**src/rtl/vigna_bus_arbiter_if.sv**
```systemverilog
// Request/response bundle shared by the vigna instruction port, data port and
// the unified memory port. The arbiter connects through the master modport.
interface vigna_bus_arbiter_if;
    logic        i_valid;
    logic        i_ready;
    logic [31:0] i_addr;
    logic [31:0] i_rdata;

    logic        d_valid;
    logic        d_ready;
    logic [31:0] d_addr;
    logic [31:0] d_rdata;
    logic [31:0] d_wdata;
    logic [3:0]  d_wstrb;

    logic        m_valid;
    logic        m_ready;
    logic [31:0] m_addr;
    logic [31:0] m_rdata;
    logic [31:0] m_wdata;
    logic [3:0]  m_wstrb;

    modport master (
        input  i_valid, i_addr,
        output i_ready, i_rdata,
        input  d_valid, d_addr, d_wdata, d_wstrb,
        output d_ready, d_rdata,
        output m_valid, m_addr, m_wdata, m_wstrb,
        input  m_ready, m_rdata
    );

    modport slave (
        output i_valid, i_addr,
        input  i_ready, i_rdata,
        output d_valid, d_addr, d_wdata, d_wstrb,
        input  d_ready, d_rdata,
        input  m_valid, m_addr, m_wdata, m_wstrb,
        output m_ready, m_rdata
    );
endinterface

```
**src/rtl/vigna_bus_arbiter.sv**
```systemverilog
// Shares one memory port between the vigna instruction and data ports,
// with fixed-priority or round-robin arbitration and an optional hang timeout.
//
// state   | meaning
// --------+------------------------------------------------------------
// IDLE    | no transfer in flight; request inputs sampled for a grant
// GRANT_I | instruction fetch owns the memory port
// GRANT_D | data load/store owns the memory port
module vigna_bus_arbiter #(
    parameter int ARB_MODE = 0,
    parameter int TIMEOUT  = 0,
    parameter int CNT_W    = 16
) (
    input  logic                clk,
    input  logic                resetn,
    vigna_bus_arbiter_if.master bus,
    output logic                timeout_err,
    output logic [1:0]          bus_owner
);

    typedef enum logic [1:0] {
        IDLE    = 2'b00,
        GRANT_I = 2'b01,
        GRANT_D = 2'b10
    } state_t;

    // Wraps to all-ones when TIMEOUT is 0, but abort is gated off in that case.
    localparam logic [CNT_W-1:0] CNT_LAST = CNT_W'(TIMEOUT - 1);

    state_t           state;
    logic [CNT_W-1:0] cnt;
    logic             last_grant_d;
    logic             granted;
    logic             abort;
    logic             done;
    logic             pick_d;

    assign granted = (state != IDLE);
    assign abort   = granted && (TIMEOUT != 0) && !bus.m_ready && (cnt == CNT_LAST);
    assign done    = bus.m_ready || abort;

    // D wins unless I also requests in round-robin mode and D had the last grant.
    assign pick_d = bus.d_valid && (!bus.i_valid || (ARB_MODE == 0) || !last_grant_d);

    assign bus.i_ready = (state == GRANT_I) && done;
    assign bus.d_ready = (state == GRANT_D) && done;
    assign bus.i_rdata = ((state == GRANT_I) && abort) ? '0 : bus.m_rdata;
    assign bus.d_rdata = ((state == GRANT_D) && abort) ? '0 : bus.m_rdata;
    assign timeout_err = abort;
    assign bus_owner   = state;

    always_ff @(posedge clk or negedge resetn) begin
        if (!resetn) begin
            state        <= IDLE;
            cnt          <= '0;
            last_grant_d <= 1'b0;
            bus.m_valid  <= 1'b0;
            bus.m_addr   <= '0;
            bus.m_wdata  <= '0;
            bus.m_wstrb  <= '0;
        end else begin
            case (state)
                IDLE: begin
                    if (pick_d) begin
                        state        <= GRANT_D;
                        cnt          <= '0;
                        last_grant_d <= 1'b1;
                        bus.m_valid  <= 1'b1;
                        bus.m_addr   <= bus.d_addr;
                        bus.m_wdata  <= bus.d_wdata;
                        bus.m_wstrb  <= bus.d_wstrb;
                    end else if (bus.i_valid) begin
                        state        <= GRANT_I;
                        cnt          <= '0;
                        last_grant_d <= 1'b0;
                        bus.m_valid  <= 1'b1;
                        bus.m_addr   <= bus.i_addr;
                        bus.m_wdata  <= '0;
                        bus.m_wstrb  <= '0;
                    end
                end
                GRANT_I, GRANT_D: begin
                    if (done) begin
                        state       <= IDLE;
                        bus.m_valid <= 1'b0;
                        bus.m_wdata <= '0;
                        bus.m_wstrb <= '0;
                    end else begin
                        cnt <= cnt + 1'b1;
                    end
                end
                default: state <= IDLE;
            endcase
        end
    end

endmodule

```
**src/flat_wrapper.sv**
```systemverilog
// flat-port wrapper written by rule: the top's interface ports become plain ports
module vigna_bus_arbiter_flat 
#(
    parameter int ARB_MODE = 0,
    parameter int TIMEOUT  = 0,
    parameter int CNT_W    = 16
)
  (clk, resetn, timeout_err, bus_owner, bus_i_valid, bus_i_addr, bus_i_ready, bus_i_rdata, bus_d_valid, bus_d_addr, bus_d_wdata, bus_d_wstrb, bus_d_ready, bus_d_rdata, bus_m_valid, bus_m_addr, bus_m_wdata, bus_m_wstrb, bus_m_ready, bus_m_rdata);
  vigna_bus_arbiter_if bus_i ();
  input  logic clk;
  input  logic resetn;
  output logic timeout_err;
  output logic [1:0] bus_owner;
  input wire logic [$bits(bus_i.i_valid)-1:0] bus_i_valid;
  input wire logic [$bits(bus_i.i_addr)-1:0] bus_i_addr;
  output wire logic [$bits(bus_i.i_ready)-1:0] bus_i_ready;
  output wire logic [$bits(bus_i.i_rdata)-1:0] bus_i_rdata;
  input wire logic [$bits(bus_i.d_valid)-1:0] bus_d_valid;
  input wire logic [$bits(bus_i.d_addr)-1:0] bus_d_addr;
  input wire logic [$bits(bus_i.d_wdata)-1:0] bus_d_wdata;
  input wire logic [$bits(bus_i.d_wstrb)-1:0] bus_d_wstrb;
  output wire logic [$bits(bus_i.d_ready)-1:0] bus_d_ready;
  output wire logic [$bits(bus_i.d_rdata)-1:0] bus_d_rdata;
  output wire logic [$bits(bus_i.m_valid)-1:0] bus_m_valid;
  output wire logic [$bits(bus_i.m_addr)-1:0] bus_m_addr;
  output wire logic [$bits(bus_i.m_wdata)-1:0] bus_m_wdata;
  output wire logic [$bits(bus_i.m_wstrb)-1:0] bus_m_wstrb;
  input wire logic [$bits(bus_i.m_ready)-1:0] bus_m_ready;
  input wire logic [$bits(bus_i.m_rdata)-1:0] bus_m_rdata;
  assign bus_i.i_valid = bus_i_valid;
  assign bus_i.i_addr = bus_i_addr;
  assign bus_i_ready = bus_i.i_ready;
  assign bus_i_rdata = bus_i.i_rdata;
  assign bus_i.d_valid = bus_d_valid;
  assign bus_i.d_addr = bus_d_addr;
  assign bus_i.d_wdata = bus_d_wdata;
  assign bus_i.d_wstrb = bus_d_wstrb;
  assign bus_d_ready = bus_i.d_ready;
  assign bus_d_rdata = bus_i.d_rdata;
  assign bus_m_valid = bus_i.m_valid;
  assign bus_m_addr = bus_i.m_addr;
  assign bus_m_wdata = bus_i.m_wdata;
  assign bus_m_wstrb = bus_i.m_wstrb;
  assign bus_i.m_ready = bus_m_ready;
  assign bus_i.m_rdata = bus_m_rdata;
  vigna_bus_arbiter #(.ARB_MODE(ARB_MODE), .TIMEOUT(TIMEOUT), .CNT_W(CNT_W)) u_core (.clk(clk), .resetn(resetn), .bus(bus_i), .timeout_err(timeout_err), .bus_owner(bus_owner));
endmodule
```
**config.mk**
```make
export PLATFORM = sky130hd
export DESIGN_NAME = vigna_bus_arbiter_flat
export DESIGN_NICKNAME = d
export VERILOG_FILES = /design/src/rtl/vigna_bus_arbiter_if.sv /design/src/rtl/vigna_bus_arbiter.sv /design/src/flat_wrapper.sv
export SDC_FILE = /design/constraint.sdc
export NUM_CORES = 1
export LEC_CHECK = 0
export BUFFER_PORTS_ARGS = -buffer_cell sky130_fd_sc_hd__buf_2
export CAP_MARGIN = 25
export CORE_AREA = 2 2 107 109
export CTS_CLUSTER_DIAMETER = 40
export DETAILED_ROUTE_END_ITERATION = 6
export DIE_AREA = 0 0 109 111
export PLACE_DENSITY = 0.7
export SLEW_MARGIN = 5
export SYNTH_ARGS = -nofsm -noshare
export SYNTH_HDL_FRONTEND = slang
export SYNTH_SLANG_ARGS = --single-unit
export TNS_END_PERCENT = 30
```
**constraint.sdc**
```tcl
create_clock -name clk -period 1.9 [get_ports clk]
set_input_delay 0.19 -clock clk [delete_from_list [all_inputs] [get_ports clk]]
set_output_delay 0.19 -clock clk [all_outputs]
set_load 0.02 [all_outputs]
```
---- After elaboration in Yosys (flattened, before gate mapping) ----
Index checks and enable logic that the tools add are counted.
operators by class
  reduce and logical (&&, ||, !) cells .... 9
  equality and inequality tests ........... 4
  mux-type cells .......................... 18
operator list
  kind                  number
  $mux W32              5
  $pmux W32 S2          1
  $mux W4               3
  $pmux W4 S2           1
  $mux W2               3
  $pmux W2 S2           1
  $reduce_and A2 Y1     2
  $reduce_bool A2 Y1    2
  $mux W1               3
  $ne A3 B3 Y1 const B  1
  $reduce_and A3 Y1     1
  $eq A2 B1 Y1 const B  1
  $eq A2 B2 Y1 const B  1
  $logic_and A1 B1 Y1   2
  $logic_not A2 Y1      1
  $ne A2 B2 Y1 const B  1
  $pmux W1 S2           1
  $reduce_or A2 Y1      1
storage, ports and cells
  word-level logic and storage cells ...... 36
  input port bits ......................... 137
  register bits after elaboration ......... 71

---- Depth between registers and ports, before layout ----
Gate-level depths: netlist of the first run.
  word-level depth ........................ 4
  mapped depth ............................ 7
  mapped depth without buffers ............ 5

---- Worst setup path before layout of the first run ----
OpenSTA, ideal clock, no wires.
  kind .................................... reg2reg
  from .................................... register u_core.state[0] (netlist: u_core.bus_owner[0])
  to ...................................... register u_core.bus.m_wdata[4]
  data required time ...................... 1778 ps
  arrival time ............................ 1504 ps
  stages on the path, launching flop included .. 7
  setup time .............................. 122 ps
  setup slack ............................. 274 ps
  path through ............................ dfrtp_1 inv_1 ha_1 clkbuf_1 clkbuf_1 nand4b_1 o21ai_1
on the way
  word-level cells in the longest chain between the ends .. 4
  elaborated cells between the ends (all ways) .. 9
ends and longest elaborated chain
  item                                                                        line                        source
  start, declared                                                             vigna_bus_arbiter.sv:30     state_t state;
  start signal, assigned                                                      vigna_bus_arbiter.sv:54     state <= IDLE;
  start signal, assigned                                                      vigna_bus_arbiter.sv:65     state <= GRANT_D;
  start signal, assigned                                                      vigna_bus_arbiter.sv:73     state <= GRANT_I;
  $eq A2 B2 Y1 / $eq A2 B1 Y1 (equally long branches)                         vigna_bus_arbiter.sv:62     case (state)
  $reduce_or A2 Y1                                                            vigna_bus_arbiter.sv:62
  $ne A2 B2 Y1 (no source line) / $reduce_bool A2 Y1 (equally long branches)  -
  $reduce_and A3 Y1 (no source line)                                          -
  end signal, assigned                                                        vigna_bus_arbiter.sv:70     bus.m_wdata <= bus.d_wdata;
  end, declared                                                               vigna_bus_arbiter_if.sv:28  output m_valid, m_addr, m_wdata, m_wstrb,
Several ways; a longest one is shown, not always the timed one.
A chain may end at the register's enable or synchronous reset.

---- Worst setup path after layout of the first run ----
  from .................................... register u_core.state[0] (netlist: u_core.bus_owner[0])
  to ...................................... register u_core.bus.m_wdata[6]
Same word-level chain as after synthesis.

==> impl_metrics.json, run 1 <==
{
  "fin_crit_sh": 0.923,
  "maxCapViolations": 0,
  "avgRoutedWirePerCell_um": 14.8,
  "synth_area_leaders": "dfrtp_1 47%, buf_4 13%, mux2i_1 8.5%, nand4b_1 8.3%, o21ai_0 5.3%",
  "ys_warn_count": 0,
  "cts_buffers": 9,
  "fin_nets": 632,
  "max_freq_ghz": 0.571,
  "grt_max_degree": 65,
  "drc_errors": 0,
  "holdPathStages": 3,
  "setup_tns_ns": 0,
  "port_buffers": 177,
  "synth_cell_type_count": 21,
  "boundaryPins": 275,
  "grt_usage": 0.151,
  "drt_iter0_drc": 154,
  "worstSkewPairLatency_ns": 0.32,
  "synth_edf_count": 0,
  "dp_slack_ns": 0.0734,
  "r2r_start": "u_core.bus_owner[0]",
  "p_leak_nw": 2.40,
  "clock-sinks": 71,
  "cts_max_level": 3,
  "irDropWorstVdd_uv": 724,
  "critPathKind": "reg2reg",
  "cp.arrival_ns": 1.95,
  "area_growth_pct": 22.1,
  "wirelength_um": 9450,
  "yosysMostFrequentCell": "dfrtp_1",
  "clockBufferDepth": 2,
  "syn_avg_cell_area_sq_um": 9.84,
  "hold_viol": 0,
  "rows": 39,
  "worstSetupStartpointType": "flip-flop",
  "syn-cell-area_sq_um": 3790,
  "vias_per_cell": 4.71,
  "status": "finished clean",
  "grt_pass1_wl_um": 14200,
  "die_h_um": 111,
  "setup_viol": 0,
  "synthFlopType": "dfrtp_1",
  "maxSlewViolCount": 0,
  "clk_root_buffer_cell": "clkbuf_16",
  "critPathCaptureType": "flip-flop",
  "period_needed_ns": 1.75,
  "synth_top_cell_area_share": 0.469,
  "die_w_um": 109,
  "final_core_utilization": 0.418,
  "slew_headroom": 0.631,
  "fin_ws_ns": 0.147,
  "start_util": 0.342,
  "drtAntennaViolNets": 0,
  "rsz0062_at_grt": "false",
  "async_reset_ff_frac": 1.00,
  "antenna_found_initial": 0,
  "ys_seq_area_frac": 0.469,
  "die_area_sq_um": 12100,
  "path_max_fanout": 14,
  "cts_tree": "built",
  "route.vias.total": 3004,
  "drtPass1Iterations": 4,
  "design.core.area_sq_um": 11100,
  "grt_pass1_vias": 2989,
  "drive_above_1_share": 0.410,
  "syn_inst": 385,
  "worst_pin_slew_ns": 0.554,
  "rrSetupSlack_ns": 0.15,
  "worst_ep_required_time_ns": 2.09,
  "clk_pin_slew_ns": 0.05,
  "hold-path-endpoint": "u_core.bus.m_wdata[10]",
  "r2r-end": "u_core.bus.m_wdata[6]",
  "pwr_density_cell_nw_per_um2": 1610,
  "rr_worst_depth": 6,
  "skew_ns": 0.00138,
  "min_from": "bus_d_wdata[10]",
  "place_hpwl_um": 6550,
  "gr-total-overflow": 0,
  "antenna_cells": 0,
  "yosys-top-cells-count": "71 x dfrtp_1, 67 x buf_4, 40 x inv_1, 40 x o21ai_0, 36 x nand4b_1",
  "yosys_register_bits": 71,
  "gp_congestion": 0.766,
  "syn-num-nets": 525,
  "synth_top_cell_by_area": "dfrtp_1",
  "hold_class": "in2reg",
  "n_fill_cell": 1057
}
-- registers in the layout, summed over array words and instances, names as in the netlist --
| signal | cells |
|---|---|
| u_core.bus.m_wdata | 32 |
| u_core.bus.m_addr | 32 |
| u_core.bus.m_wstrb | 4 |
| u_core.bus.m_valid | 1 |
| u_core.bus_owner | 2 |
-- placed cells by master (no fill, tap or decap), drive strengths merged --
cell,instances
a21oi,2
a32o,1
and2,2
buf,185
clkbuf,13
clkinv,1
conb,1
dfrtp,71
dlygate4sd3,1
ha,3
inv,40
mux2i,32
nand2,32
nand2b,2
nand4b,36
o21ai,70
o221a,2
o22ai,1
-- logic make-up (layout without fill, tap and decap cells) --
group / count (synthesis) / in the layout / share of synthesized area
compound gates: 75 / 76 / 0.106
fa+ha+maj: 3 / 3 / 0.00991
simple gates: 72 / 72 / 0.123
other cells: 1 / 1 / 0.000989
flops: 71 / 71 / 0.469
buf+inv: 131 / 240 / 0.206
mux: 32 / 32 / 0.0845
-- through the flow --
step | area, sq um | cells | hold slack, ns | total power (W)
2_1_floorplan | 3790 | 385 | -0.106 | 0.00491
3_3_place_gp | 4300 | 620 | 0.185 | 0.00566
3_5_place_dp | 4300 | 620 | 0.201 | 0.00576
4_1_cts | 4580 | 635 | 0.113 | 0.00733
5_1_grt | 4630 | 638 | 0.135 | 0.00801
6_report | 4630 | 638 | 0.131 | 0.00745
-- critical path: stages, from the launching register on --
cell      delay [ns]
dfrtp_1         0.41
inv_1           0.10
ha_2            0.33
nand2b_1        0.27
o221a_4         0.26
buf_12          0.15
o21ai_1         0.09
-- worst max-delay path by stage --
stage / start / end / slack (ns)
floorplan: u_core.bus_owner[0] / u_core.bus.m_wdata[4] / 0.27
global placement: u_core.bus_owner[0] / u_core.bus.m_wdata[13] / 0.20
detailed placement: u_core.bus_owner[0] / u_core.bus.m_wdata[8] / 0.07
CTS: u_core.bus_owner[0] / u_core.bus.m_wdata[9] / 0.07
global route: u_core.bus_owner[0] / u_core.bus.m_wdata[6] / 0.05
finish: u_core.bus_owner[0] / u_core.bus.m_wdata[6] / 0.15
-- routing by layer --
metal,vias up,global-route usage,share of wire
met5,-,0,0
met4,0,0.0786,0.030
met3,33,0.0429,0.085
met2,168,0.253,0.48
met1,1362,0.171,0.41
li1,1441,-,-
-- area by class of cell --
type,count,area (sq um),share of cell area
Sequential cell,71,1780,0.384
Multi-Input combinational cell,184,1270,0.274
Timing Repair Buffer,186,990,0.214
Clock buffer,13,260,0.0562
Tap cell,143,179,0.0387
Inverter,40,150,0.0324
Clock inverter,1,5.00,0.00108
-- power by group --
part,internal [W],switching [W]
registers,0.00210,0.000305
logic,0.00129,0.00225
clock network,0.000938,0.000572
total,0.00433,0.00312
-- repair_timing --
action | in CTS | in global routing
setup endpoints to repair | 0 | 18
endpoints found under the hold margin | 36 | 0
hold buffers | 1 | 0
buffers inserted | 0 | 2
gates resized for setup | 0 | 2
Note: power is estimated with default switching activity, not from simulation.
==> run 2, diff against run 1 <==
--- a/config.mk
+++ b/config.mk
@@ -12,6 +12,7 @@
 export DETAILED_ROUTE_END_ITERATION = 6
 export DIE_AREA = 0 0 109 111
 export PLACE_DENSITY = 0.7
+export RECOVER_POWER = 50
 export SLEW_MARGIN = 5
 export SYNTH_ARGS = -nofsm -noshare
 export SYNTH_HDL_FRONTEND = slang
==> run 2 against run 1 <==
Effect of this change:
- final cell count did not move
- worst hold slack hardly changed
- largest power group unchanged
- die area did not move
==> impl_metrics.json, run 2 (synthesis gave the netlist of run 1 again) <==
{
  "wirelength_um": 9450,
  "p_leak_nw": 2.39,
  "place_hpwl_um": 6550,
  "die_h_um": 111,
  "largest_registers": "u_core.bus.m_addr: 32 flops, u_core.bus.m_wdata: 32 flops, u_core.bus.m_wstrb: 4 flops",
  "maxSlewViolCount": 0,
  "die_w_um": 109,
  "gp_congestion": 0.766,
  "drc_errors": 0,
  "cp_slowest_cell": "dfrtp_1",
  "status": "finished clean",
  "rows": 39,
  "irDropWorstVdd_uv": 724,
  "slew_headroom": 0.364,
  "die_area_sq_um": 12100,
  "maxCapViolations": 0,
  "grt_pass1_wl_um": 14200,
  "grt_max_degree": 65,
  "drt_iter0_drc": 156,
  "crit_chain": "inv_1 -> ha_2 -> nand2b_1 -> o221a_4 -> buf_12 -> o21ai_1",
  "clockBufferDepth": 2,
  "postLayoutCellArea_sq_um": 4620,
  "grt_pass1_vias": 2989,
  "rrSetupSlack_ns": 0.15,
  "worst_pin_slew_ns": 0.954,
  "port_buffers": 177,
  "cts_buffers": 9,
  "path_buf_inv": 2,
  "period_needed_ns": 1.75,
  "drtPass1Iterations": 4,
  "crit_family": "flip-flops",
  "clk_pin_slew_ns": 0.05,
  "skew_ns": 0.00141,
  "pwr_density_cell_nw_per_um2": 1610,
  "mostFrequentLayoutCells": "171 x buf_2, 71 x dfrtp_1, 40 x inv_1, 40 x o21ai_0, 36 x nand4b_1",
  "hold_viol": 0,
  "area_growth_pct": 21.9,
  "max_freq_ghz": 0.570,
  "critPathCaptureType": "flip-flop",
  "setup_tns_ns": 0,
  "cts_tree": "built",
  "avgRoutedWirePerCell_um": 14.8,
  "design.core.area_sq_um": 11100,
  "drive_above_1_share": 0.402,
  "fin_crit_sh": 0.923,
  "clk_root_buffer_cell": "clkbuf_16",
  "critPathKind": "reg2reg",
  "gr-total-overflow": 0,
  "route.vias.total": 3004,
  "boundaryPins": 275,
  "vias_per_cell": 4.71,
  "rsz0062_at_grt": "false",
  "clock-sinks": 71,
  "drtAntennaViolNets": 0,
  "fin_nets": 632,
  "setup_viol": 0,
  "grt_usage": 0.151,
  "start_util": 0.342,
  "hold_class": "in2reg",
  "cp.arrival_ns": 1.95,
  "worst_ep_required_time_ns": 2.09,
  "layout_commonest_cell": "buf_2",
  "antenna_found_initial": 0,
  "cpPeakStageDelay_ns": 0.41,
  "cts_max_level": 3,
  "worstSetupStartpointType": "flip-flop",
  "path_max_fanout": 14,
  "place_area_sq_um": 4300,
  "worstSkewPairLatency_ns": 0.32,
  "antenna_cells": 0
}
[run 2: cell types whose count changed in the layout (fill, tap and decap cells not counted), sizes merged]
cell    before  now
buf        185  180
clkbuf      13   18
[run 2: final timing paths]
check                                      start  cells past startpoint                      to
max reg2reg                  u_core.bus_owner[0]                      6   u_core.bus.m_wdata[6]
min                              bus_d_wdata[10]                      3  u_core.bus.m_wdata[10]
max                          u_core.bus_owner[0]                      6   u_core.bus.m_wdata[6]
min in group asynchronous                 resetn                      2  u_core.bus.m_wdata[24]
max in group asynchronous                 resetn                      3   u_core.bus.m_addr[28]
min reg2reg                u_core.bus.m_addr[31]                      2   u_core.bus.m_addr[31]
[run 2: area by class of cell]
type                    instances  area [sq um]
fillers                      1062          6460
flip-flops and latches         71          1780
multi-input cells             184          1270
repair buffers                186           982
clock buffers                  13           260
well taps                     143           179
inverters                      40           150
clock inverters                 1          5.00
[run 2: metal layers]
layer  up-vias  GRT usage  wire length [um]
met3        33     0.0429               802
li1       1441          -                 -
met4         0     0.0786               286
met5         -          0                 0
met1      1362      0.171              3860
met2       168      0.253              4510
[run 2: worst register-to-register path: stages, from the launching register on]
cell	delay [ns]
dfrtp_1	0.41
inv_1	0.11
ha_2	0.33
nand2b_1	0.28
o221a_4	0.26
buf_12	0.15
o21ai_1	0.10
[run 2: timing repair]
item	in CTS	in global routing
setup endpoints to repair	0	18
hold buffers	1	0
setup buffers	0	2
gates resized for setup	0	2
endpoints found under the hold margin	36	0
[run 2: report_power, final]
part	switching, W	total, W	internal (W)
sequential	0.000306	0.00240	0.00210
clock	0.000572	0.00151	0.000938
combinational	0.00225	0.00353	0.00128
total	0.00312	0.00744	0.00432
[run 2: through the flow]
stage          hold slack, ns   util  total power, W  std cells  setup slack (ns)
3_3_place_gp            0.185  0.388         0.00566        620             0.204
6_report                0.131  0.417         0.00744        638             0.147
5_1_grt                 0.135  0.417         0.00800        638            0.0542
2_1_floorplan          -0.106      -         0.00491        385             0.274
4_1_cts                 0.113  0.413         0.00733        635            0.0734
3_5_place_dp            0.201  0.388         0.00576        620            0.0734
